**src/rtl/uart_tx_arbiter_if.sv**
```systemverilog
// ---------------------------------------------------------------------------
// uart_tx_arbiter_if
//
// Purpose: bundles the requester-side and transmitter-side signals of the
// round-robin UART transmit arbiter into one interface.
//
// Parameters:
//   NREQ  number of requesters (2..8)
//   BSN   bytes per frame
//
// Signals:
//   req                requester level requests (held until ack)
//   req_data           frame of requester i at [i*BSN*8 +: BSN*8]
//   ack                one-cycle completion/abort pulse to the granted requester
//   busy               arbiter is between START and DONE
//   grant_id           current/last granted requester index
//   uart_send_flag     one-cycle start pulse to the transmitter
//   dataT              latched frame presented to the transmitter
//   uart_send_comlete  completion pulse from the transmitter
//   timeout_err        one-cycle pulse when a frame is aborted
//
// Modports:
//   master  the arbiter itself
//   slave   requesters plus transmitter (the environment around the arbiter)
// ---------------------------------------------------------------------------
interface uart_tx_arbiter_if #(
  parameter int NREQ = 4,
  parameter int BSN  = 6
);
  logic [NREQ-1:0]         req;
  logic [NREQ*BSN*8-1:0]   req_data;
  logic [NREQ-1:0]         ack;
  logic                    busy;
  logic [$clog2(NREQ)-1:0] grant_id;
  logic                    uart_send_flag;
  logic [BSN*8-1:0]        dataT;
  logic                    uart_send_comlete;
  logic                    timeout_err;

  modport master (
    input  req,
    input  req_data,
    input  uart_send_comlete,
    output ack,
    output busy,
    output grant_id,
    output uart_send_flag,
    output dataT,
    output timeout_err
  );

  modport slave (
    output req,
    output req_data,
    output uart_send_comlete,
    input  ack,
    input  busy,
    input  grant_id,
    input  uart_send_flag,
    input  dataT,
    input  timeout_err
  );
endinterface

```
**src/rtl/uart_tx_arbiter.sv**
```systemverilog
// ---------------------------------------------------------------------------
// uart_tx_arbiter
//
// Purpose: round-robin arbiter sharing one uart_send_nbytes transmitter among
// NREQ frame sources. A granted requester's BSN-byte frame is latched, a
// single start pulse is issued, the frame is held until the transmitter
// reports completion, and then the requester is acknowledged for one cycle.
//
// Parameters:
//   NREQ         number of requesters (2..8)
//   BSN          bytes per frame (must match the transmitter's BN)
//   TIMEOUT_CYC  WAIT cycles allowed before abort (timeout build only)
//
// Ports:
//   sys_clk  system clock
//   rst_n    asynchronous active-low reset
//   bus      uart_tx_arbiter_if.master (requests, frame data, ack, busy,
//            grant_id, uart_send_flag, dataT, uart_send_comlete, timeout_err)
//
// Build option:
//   UART_ARB_TIMEOUT_EN  when defined, a WAIT-state watchdog aborts a frame
//                        after TIMEOUT_CYC WAIT cycles without completion and
//                        pulses timeout_err together with ack. When undefined,
//                        WAIT only exits on uart_send_comlete and timeout_err
//                        is tied low.
// ---------------------------------------------------------------------------
module uart_tx_arbiter #(
  parameter int NREQ        = 4,
  parameter int BSN         = 6,
  parameter int TIMEOUT_CYC = 65535
) (
  input  logic              sys_clk,
  input  logic              rst_n,
  uart_tx_arbiter_if.master bus
);

  localparam int IW = $clog2(NREQ);
  localparam int FW = BSN * 8;

  // Parameter sanity check at elaboration time.
  if (NREQ < 2 || NREQ > 8 || BSN < 1 || TIMEOUT_CYC < 1) begin : g_param_check
    $fatal(1, "uart_tx_arbiter: illegal parameter set");
  end

  typedef enum logic [1:0] {
    IDLE  = 2'd0,
    START = 2'd1,
    WAIT  = 2'd2,
    DONE  = 2'd3
  } state_t;

  state_t          state_reg,      state_next;
  logic [IW-1:0]   grant_id_reg,   grant_id_next;
  logic [IW-1:0]   last_grant_reg, last_grant_next;
  logic [NREQ-1:0] ack_mask_reg,   ack_mask_next;
  logic [FW-1:0]   data_reg,       data_next;

  logic [NREQ-1:0] eligible;
  logic [NREQ-1:0] grant_onehot;
  logic [FW-1:0]   req_slice [NREQ];
  logic [IW-1:0]   cand_idx  [NREQ];
  logic            pick_valid;
  logic [IW-1:0]   pick_idx;

`ifdef UART_ARB_TIMEOUT_EN
  localparam int TW = $clog2(TIMEOUT_CYC + 1);

  logic [TW-1:0] wait_cnt_reg, wait_cnt_next;
  logic          abort_reg,    abort_next;
  logic          expire;

  // The counter holds the number of WAIT cycles already completed; the frame
  // is abandoned in the cycle where it would reach TIMEOUT_CYC, so WAIT lasts
  // exactly TIMEOUT_CYC cycles when the transmitter never answers.
  assign expire = (wait_cnt_reg == TW'(TIMEOUT_CYC - 1));
`endif

  // A requester whose ack was issued in DONE may still show req high in the
  // following IDLE cycle (its ack is registered on its side); masking it for
  // that one cycle prevents a duplicate grant.
  assign eligible = bus.req & ~ack_mask_reg;

  // Per-requester frame slices, one-hot of the current grant, and the
  // rotated candidate order: candidate k is (last_grant + 1 + k) mod NREQ.
  for (genvar gi = 0; gi < NREQ; gi++) begin : g_req
    logic [IW:0] cand_sum;

    assign req_slice[gi]    = bus.req_data[gi*FW +: FW];
    assign grant_onehot[gi] = (grant_id_reg == IW'(gi));
    assign cand_sum         = {1'b0, last_grant_reg} + (IW+1)'(gi + 1);
    assign cand_idx[gi]     = (cand_sum >= (IW+1)'(NREQ))
                              ? IW'(cand_sum - (IW+1)'(NREQ))
                              : cand_sum[IW-1:0];
  end

  // Scan candidates from farthest to nearest so that the nearest eligible
  // requester after last_grant overwrites any earlier hit.
  always_comb begin
    pick_valid = 1'b0;
    pick_idx   = last_grant_reg;
    for (int k = NREQ - 1; k >= 0; k--) begin
      if (eligible[cand_idx[k]]) begin
        pick_valid = 1'b1;
        pick_idx   = cand_idx[k];
      end
    end
  end

  // State and datapath registers.
  always_ff @(posedge sys_clk or negedge rst_n) begin
    if (!rst_n) begin
      state_reg      <= IDLE;
      grant_id_reg   <= '0;
      last_grant_reg <= IW'(NREQ - 1);
      ack_mask_reg   <= '0;
      data_reg       <= '0;
`ifdef UART_ARB_TIMEOUT_EN
      wait_cnt_reg   <= '0;
      abort_reg      <= 1'b0;
`endif
    end else begin
      state_reg      <= state_next;
      grant_id_reg   <= grant_id_next;
      last_grant_reg <= last_grant_next;
      ack_mask_reg   <= ack_mask_next;
      data_reg       <= data_next;
`ifdef UART_ARB_TIMEOUT_EN
      wait_cnt_reg   <= wait_cnt_next;
      abort_reg      <= abort_next;
`endif
    end
  end

  // Next-state logic.
  always_comb begin
    state_next      = state_reg;
    grant_id_next   = grant_id_reg;
    last_grant_next = last_grant_reg;
    ack_mask_next   = '0;          // only survives the single cycle after DONE
    data_next       = data_reg;    // frame is only ever changed by a grant
`ifdef UART_ARB_TIMEOUT_EN
    wait_cnt_next   = wait_cnt_reg;
    abort_next      = abort_reg;
`endif

    case (state_reg)
      IDLE: begin
        if (pick_valid) begin
          grant_id_next = pick_idx;
          data_next     = req_slice[pick_idx];
          state_next    = START;
        end
      end

      START: begin
        state_next = WAIT;
`ifdef UART_ARB_TIMEOUT_EN
        wait_cnt_next = '0;
        abort_next    = 1'b0;
`endif
      end

      WAIT: begin
        // Completion wins over a simultaneous timeout.
        if (bus.uart_send_comlete) begin
          state_next = DONE;
`ifdef UART_ARB_TIMEOUT_EN
        end else if (expire) begin
          state_next = DONE;
          abort_next = 1'b1;
        end else begin
          wait_cnt_next = wait_cnt_reg + TW'(1);
`endif
        end
      end

      DONE: begin
        last_grant_next = grant_id_reg;
        ack_mask_next   = grant_onehot;
        state_next      = IDLE;
      end

      default: begin
        state_next = IDLE;
      end
    endcase
  end

  // Outputs are decoded from registered state, so an asynchronous reset
  // forces them to their idle values immediately.
  assign bus.ack            = (state_reg == DONE) ? grant_onehot : '0;
  assign bus.busy           = (state_reg != IDLE);
  assign bus.grant_id       = grant_id_reg;
  assign bus.uart_send_flag = (state_reg == START);
  assign bus.dataT          = data_reg;

`ifdef UART_ARB_TIMEOUT_EN
  assign bus.timeout_err = (state_reg == DONE) && abort_reg;
`else
  assign bus.timeout_err = 1'b0;
`endif

endmodule
```
**src/flat_wrapper.sv**
```systemverilog
// flat-port wrapper written by rule: the top's interface ports become plain ports
module uart_tx_arbiter_flat 
#(
  parameter int NREQ        = 4,
  parameter int BSN         = 6,
  parameter int TIMEOUT_CYC = 65535
)
  (sys_clk, rst_n, bus_req, bus_req_data, bus_uart_send_comlete, bus_ack, bus_busy, bus_grant_id, bus_uart_send_flag, bus_dataT, bus_timeout_err);
  uart_tx_arbiter_if #(.NREQ(NREQ), .BSN(BSN)) bus_i ();
  input  logic sys_clk;
  input  logic rst_n;
  input wire logic [$bits(bus_i.req)-1:0] bus_req;
  input wire logic [$bits(bus_i.req_data)-1:0] bus_req_data;
  input wire logic [$bits(bus_i.uart_send_comlete)-1:0] bus_uart_send_comlete;
  output wire logic [$bits(bus_i.ack)-1:0] bus_ack;
  output wire logic [$bits(bus_i.busy)-1:0] bus_busy;
  output wire logic [$bits(bus_i.grant_id)-1:0] bus_grant_id;
  output wire logic [$bits(bus_i.uart_send_flag)-1:0] bus_uart_send_flag;
  output wire logic [$bits(bus_i.dataT)-1:0] bus_dataT;
  output wire logic [$bits(bus_i.timeout_err)-1:0] bus_timeout_err;
  assign bus_i.req = bus_req;
  assign bus_i.req_data = bus_req_data;
  assign bus_i.uart_send_comlete = bus_uart_send_comlete;
  assign bus_ack = bus_i.ack;
  assign bus_busy = bus_i.busy;
  assign bus_grant_id = bus_i.grant_id;
  assign bus_uart_send_flag = bus_i.uart_send_flag;
  assign bus_dataT = bus_i.dataT;
  assign bus_timeout_err = bus_i.timeout_err;
  uart_tx_arbiter #(.NREQ(NREQ), .BSN(BSN), .TIMEOUT_CYC(TIMEOUT_CYC)) u_core (.sys_clk(sys_clk), .rst_n(rst_n), .bus(bus_i));
endmodule
```
**config.mk**
```make
export PLATFORM = sky130hd
export DESIGN_NAME = uart_tx_arbiter_flat
export DESIGN_NICKNAME = d
export VERILOG_FILES = /design/src/rtl/uart_tx_arbiter_if.sv /design/src/rtl/uart_tx_arbiter.sv /design/src/flat_wrapper.sv
export SDC_FILE = /design/constraint.sdc
export NUM_CORES = 1
export LEC_CHECK = 0
export ABC_AREA = 0
export BUFFER_PORTS_ARGS = -buffer_cell sky130_fd_sc_hd__buf_2
export CAP_MARGIN = 20
export CORE_ASPECT_RATIO = 0.7
export CORE_MARGIN = 8
export CORE_UTILIZATION = 30
export DETAILED_ROUTE_END_ITERATION = 12
export SYNTH_ARGS = -nofsm -noshare
export SYNTH_HDL_FRONTEND = slang
export SYNTH_SLANG_ARGS = --single-unit
```
**constraint.sdc**
```tcl
create_clock -name sys_clk -period 5.12 [get_ports sys_clk]
set_input_delay 1.28 -clock sys_clk [delete_from_list [all_inputs] [get_ports sys_clk]]
set_output_delay 1.28 -clock sys_clk [all_outputs]
set_load 0.01 [all_outputs]
```
==> flow_metrics.env, run 1 <==
export IMPL_p_total_w=0.00312
export IMPL_die_area_um2=15600
export IMPL_comb_power_share_pct=53.0
export IMPL_drt_initial_drc_count=94
export IMPL_synth_top_area_share_pct=39.7
export IMPL_hold_viol=0
export IMPL_cts_tree="built"
export IMPL_end_kind="flip-flop"
export IMPL_clock_skew_ns=0.00440
export IMPL_syn_cell_area_um2=3530
export IMPL_grt_usage_pct=16.0
export IMPL_setup_viol=0
export IMPL_hpwlAfterDp_um=10000
export IMPL_regArea_um2=1450
export IMPL_seqPwrFrac_pct=26.4
export IMPL_port_buffers=254
export IMPL_cts_sinks=58
export IMPL_critPathMaxStageDelay_ns=0.48
export IMPL_core_area_um2=11600
export IMPL_status="finished, final reports clean"
export IMPL_vias=3528
export IMPL_power_switching_w=0.00125
export IMPL_cp_data_arrival_time_ns=2.99
export IMPL_yosysWarnings=0
export IMPL_cp_max_fo=39
export IMPL_netlist_top_cells_area="dfrtp_1 40%, mux2i_1 27%, o221ai_1 9.4%, nand2_1 5.6%, o221ai_2 4.2%"
export IMPL_power_density_nw_per_um2=595
export IMPL_avgRoutedWirePerCell_um=17.5
export IMPL_p_leak_nw=2.87
export IMPL_syn_inst=321
export IMPL_maxCapViolations=0
export IMPL_placed_area_um2=4900
export IMPL_overflow=0
export IMPL_drc_errors=0
export IMPL_r2r_worst_path_cells=6
export IMPL_cts_clk_slew_worst_paths_ns=0.05
export IMPL_fin_area_um2=5240
export IMPL_cts_max_level=3
export IMPL_yosysMostFrequentCell="mux2i_1"
export IMPL_ios=256
export IMPL_synth_main_ff_cell="dfrtp_1"
export IMPL_grt_pass1_wl_um=20400
export IMPL_wl_met2_um=5840
export IMPL_drive_above_1_share_pct=51.5
export IMPL_clock_latency_ns=0.32
export IMPL_grt_pass1_vias=3945
export IMPL_slowest_stage="buf_4"
export IMPL_fillers=1117
export IMPL_startpoint_type="primary input"
export IMPL_p_sw_share_pct=40.1
export IMPL_chipHeight_um=107
export IMPL_multi_input_area_um2=1920
export IMPL_grt_max_degree=59
export IMPL_finalSetupTns_ns=0
export IMPL_ys_seq_area_share_pct=41.1
export IMPL_postRouteAntennaNets=0
export IMPL_min_path_cells=2
export IMPL_synth_common_cells="97 x mux2i_1, 56 x dfrtp_1, 53 x nand2_1"
export IMPL_power_internal_w=0.00187
export IMPL_ys_ff_latch=58
export IMPL_maxSlewViolCount=0
export IMPL_hold_path_class="reg -> reg"
export IMPL_crit_path_cell_trace="buf_2 > or4b_1 > o31ai_1 > a211oi_1 > nand3_2 > buf_4 > o221ai_1"
export IMPL_crit_required_ns=5.28
export IMPL_synth_top_area_cell="dfrtp_1"
export IMPL_gp_congestion=0.808
export IMPL_syn_area_per_cell_um2=11.0
export IMPL_clk_path_buf_depth=2
export IMPL_fmax_mhz=354
export IMPL_wl_met1_um=5540
export IMPL_postCtsHoldBufs=0
export IMPL_worst_pin_slew_ns=0.815
export IMPL_worstSetupPathType="in -> reg"
export IMPL_rsz0062_at_grt="no"
export IMPL_drtPass1Iterations=4
export IMPL_synth_edf_count=0
export IMPL_wl_um=12700
export IMPL_syn_to_final_growth_pct=48.4
export IMPL_slew_headroom_pct=45.6
export IMPL_final_core_util_pct=45.2
export IMPL_wl_met3_um=1170
export IMPL_post_route_period_util_pct=55.1
export IMPL_highest_layer="met4"
export IMPL_clockRootBuffer="clkbuf_16"
export IMPL_synthArstFlopShare_pct=100
export IMPL_start_util_pct=30.5
export IMPL_syn_num_nets=525
export IMPL_grt_antenna_before_repair=1
export IMPL_yosys_cell_types_count=31
export IMPL_irDropWorstVdd_v=0.000258
export IMPL_die_x_um=146
export IMPL_largest_reg_flops=48
export IMPL_numCtsBuffers=9
export IMPL_post_cts_buffers=0
export IMPL_cts_resized=0
export IMPL_fin_crit_ns=2.82
export IMPL_row_count=33
export IMPL_avgViaCountPerCell=4.85
export IMPL_finalNetCount=768
export IMPL_clockPowerShare_pct=20.6
-- per-stage QoR --
stage	hold WS (ns)	setup slack [ns]	cells
6_report	0.476	2.30	727
5_1_grt	0.500	2.14	727
3_5_place_dp	0.469	1.79	709
3_3_place_gp	0.463	1.87	709
4_1_cts	0.481	2.11	725
2_1_floorplan	0.490	2.50	321
-- per-layer routing --
layer | GRT usage [%] | vias to the layer above
met1 | 19.1 | 1640
met5 | 0 | -
met3 | 6.27 | 10
li1 | - | 1701
met2 | 26.5 | 177
met4 | 4.74 | 0
-- layout by cell type (no fill, tap or decap), drive strengths merged, types with 4 or more instances in the layout --
master and count:
dfrtp 56, ha 5, mux2i 97, clkbuf 11, nand2 53, nand2b 4, o221ai 48, buf 260
inv 6
-- critical path: cells and delay by family --
| kind | cells | cell delay [ns] |
|---|---|---|
| AND/OR/NAND/NOR | 2 | 0.71 |
| AO/OA/AOI/OAI | 3 | 0.42 |
| buffers and inverters | 2 | 0.57 |
-- layout make-up --
class / instances / area share, %
Multi-Input combinational cell: 229 / 36.6
Sequential cell: 58 / 27.7
Tap cell: 157 / 3.75
Clock inverter: 5 / 1.48
Timing Repair Buffer: 260 / 25.3
Inverter: 6 / 0.430
Antenna cell: 1 / 0.0477
Clock buffer: 11 / 4.63
-- power by group through the flow --
stage / clock [W] / sequential (W) / combinational [W]
3_3_place_gp: 0 / 0.000820 / 0.00162
6_report: 0.000643 / 0.000823 / 0.00165
4_1_cts: 0.000662 / 0.000823 / 0.00168
2_1_floorplan: 0 / 0.000901 / 0.00108
5_1_grt: 0.000679 / 0.000849 / 0.00181
3_5_place_dp: 0 / 0.000823 / 0.00168
-- kinds of logic (layout without fill, tap and decap cells) --
logic type | after synthesis | in the layout | share of synthesized area [%]
simple gates | 67 | 67 | 8.18
buf+inv | 34 | 282 | 5.13
fa+ha+maj | 5 | 5 | 1.77
flops | 58 | 58 | 41.1
other cells | 1 | 2 | 0.106
compound gates | 57 | 57 | 15.5
mux | 99 | 99 | 28.1
-- worst paths after layout --
path / slack [ns] / start / endpoint
max: 2.30 / bus_req[1] / u_core.bus.dataT[11]$_DFFE_PN0P_
min: 0.48 / u_core.bus.dataT[45]$_DFFE_PN0P_ / u_core.bus.dataT[45]$_DFFE_PN0P_
min reg2reg: 0.48 / u_core.bus.dataT[45]$_DFFE_PN0P_ / u_core.bus.dataT[45]$_DFFE_PN0P_
max reg2reg: 2.87 / u_core.last_grant_reg[0]$_DFFE_PN1P_ / u_core.bus.dataT[11]$_DFFE_PN0P_
min in group asynchronous: 1.11 / rst_n / u_core.bus.dataT[42]$_DFFE_PN0P_
max in group asynchronous: 3.50 / rst_n / u_core.bus.dataT[11]$_DFFE_PN0P_
No activity file was read; power rests on OpenSTA's default activity.
==> run 2, diff against run 1 <==
==> constraint.sdc (replaced) <==
create_clock -name sys_clk -period 2.52 [get_ports sys_clk]
set_input_delay 0.63 -clock sys_clk [delete_from_list [all_inputs] [get_ports sys_clk]]
set_output_delay 0.63 -clock sys_clk [all_outputs]
set_load 0.01 [all_outputs]
==> flow_metrics.env, run 2 (synthesis gave the netlist of run 1 again) <==
export IMPL_met2_usage_pct=26.5
export IMPL_row_count=33
export IMPL_grt_pass1_wl_um=20300
export IMPL_cts_max_level=3
export IMPL_finalSetupTns_ns=0
export IMPL_critPathMaxStageDelay_ns=0.40
export IMPL_largest_reg_flops=48
export IMPL_rrSetupSlack_ns=0.54
export IMPL_gp_congestion=0.826
export IMPL_wl_um=12800
export IMPL_avgViaCountPerCell=4.89
export IMPL_grt_antenna_before_repair=2
export IMPL_setup_viol=0
export IMPL_cts_sinks=58
export IMPL_path_delay_family="flip-flops"
export IMPL_cp_data_arrival_time_ns=1.54
export IMPL_avgRoutedWirePerCell_um=17.5
export IMPL_maxCapViolations=0
export IMPL_finalNetCount=770
export IMPL_maxSlewViolCount=0
export IMPL_clockRootBuffer="clkbuf_16"
export IMPL_hold_viol=0
export IMPL_cts_resized=0
export IMPL_clk_path_buf_depth=2
export IMPL_die_area_um2=15600
export IMPL_irDropWorstVdd_v=0.000626
export IMPL_worst_pin_slew_ns=0.687
export IMPL_status="finished, final reports clean"
export IMPL_slowest_stage="dfrtp_1"
export IMPL_slew_headroom_pct=54.2
export IMPL_grt_max_degree=52
export IMPL_startpoint_type="flip-flop"
export IMPL_worstSetupPathType="reg -> out"
export IMPL_met3_usage_pct=7.28
export IMPL_port_buffers=254
export IMPL_end_kind="output port"
export IMPL_vias=3571
export IMPL_grt_pass1_vias=3867
export IMPL_drive_above_1_share_pct=51.7
export IMPL_fmax_mhz=461
export IMPL_hold_path_class="in -> async"
export IMPL_layout_commonest_cell="buf_2"
export IMPL_power_density_nw_per_um2=1210
export IMPL_use_met1_pct=18.4
export IMPL_numCtsBuffers=9
export IMPL_chipHeight_um=107
export IMPL_ios=256
export IMPL_crit_path_cell_trace="ha_1 > nor3b_1 > buf_2"
export IMPL_overflow=0
export IMPL_grt_busiest_layer="met2"
export IMPL_placed_area_um2=4980
export IMPL_crit_required_ns=1.89
export IMPL_drt_initial_drc_count=91
export IMPL_cts_clk_slew_worst_paths_ns=0.05
export IMPL_critPathBufInv=1
export IMPL_postCtsHoldBufs=0
export IMPL_fin_area_um2=5310
export IMPL_p_leak_nw=2.90
export IMPL_drc_errors=0
export IMPL_final_core_util_pct=45.8
export IMPL_clock_skew_ns=0.00519
export IMPL_cts_tree="built"
export IMPL_grt_usage_pct=16.0
export IMPL_final_cell_mix="254 x buf_2, 96 x mux2i_1, 56 x dfrtp_1, 52 x nand2_1, 38 x o221ai_1"
export IMPL_syn_to_final_growth_pct=50.3
export IMPL_cp_max_fo=7
export IMPL_drtPass1Iterations=4
export IMPL_postRouteAntennaNets=0
export IMPL_p_total_w=0.00642
export IMPL_clock_latency_ns=0.32
export IMPL_start_util_pct=30.5
export IMPL_hpwlAfterDp_um=10200
export IMPL_core_area_um2=11600
export IMPL_post_cts_buffers=0
export IMPL_post_route_period_util_pct=86.1
export IMPL_fin_crit_ns=2.17
export IMPL_die_x_um=146
export IMPL_rsz0062_at_grt="no"
[run 2: cell types whose count changed in the layout (fill, tap and decap cells not counted)]
cell	delta
diode_2	+1
buf_12	+4
buf_4	-2
[run 2: path summary, 6_finish.rpt]
path                                                 startpoint                              endpoint  depth (start not counted)
setup / recovery                u_core.state_reg[0]$_DFFE_PN0P_                            bus_ack[0]                          3
max in group asynchronous                                 rst_n  u_core.last_grant_reg[0]$_DFFE_PN1P_                          2
hold / removal                                            rst_n      u_core.bus.dataT[40]$_DFFE_PN0P_                          1
min in group sys_clk           u_core.bus.dataT[47]$_DFFE_PN0P_      u_core.bus.dataT[47]$_DFFE_PN0P_                          2
hold reg to reg                u_core.bus.dataT[47]$_DFFE_PN0P_      u_core.bus.dataT[47]$_DFFE_PN0P_                          2
setup reg to reg           u_core.last_grant_reg[0]$_DFFE_PN1P_       u_core.bus.dataT[1]$_DFFE_PN0P_                          6
[run 2: stage by stage]
step	setup WS, ns	hold WS (ns)	instances
after floorplan	0.551	0.334	321
after global placement	0.315	0.464	712
after detailed placement	0.257	0.468	712
after CTS	0.309	0.366	728
after global routing	0.181	0.389	730
final	0.351	0.339	730
[run 2: report_power, final]
part	leakage (nW)	total [W]	switching (W)	internal, W
clock	0.156	0.00130	0.000417	0.000888
combinational	2.02	0.00345	0.00188	0.00158
sequential	0.717	0.00167	0.000262	0.00141
[run 2: metal layers]
layer,vias to the layer above,routed length (µm),part of all wire [%]
met5,-,0,0
met2,188,6020,47
met3,10,1370,11
met1,1657,5250,41
met4,0,163,1.3
li1,1716,-,-
[run 2: area by class of cell]
type                       instances  area [µm²]
antenna                            2        5.00
clock buffer                      11         243
clock inverter                     5        77.6
fill                            1098        6290
inverter                           6        22.5
multi-input combinational        229        1920
sequential                        58        1450
tap                              157         196
timing repair buffer             262        1390
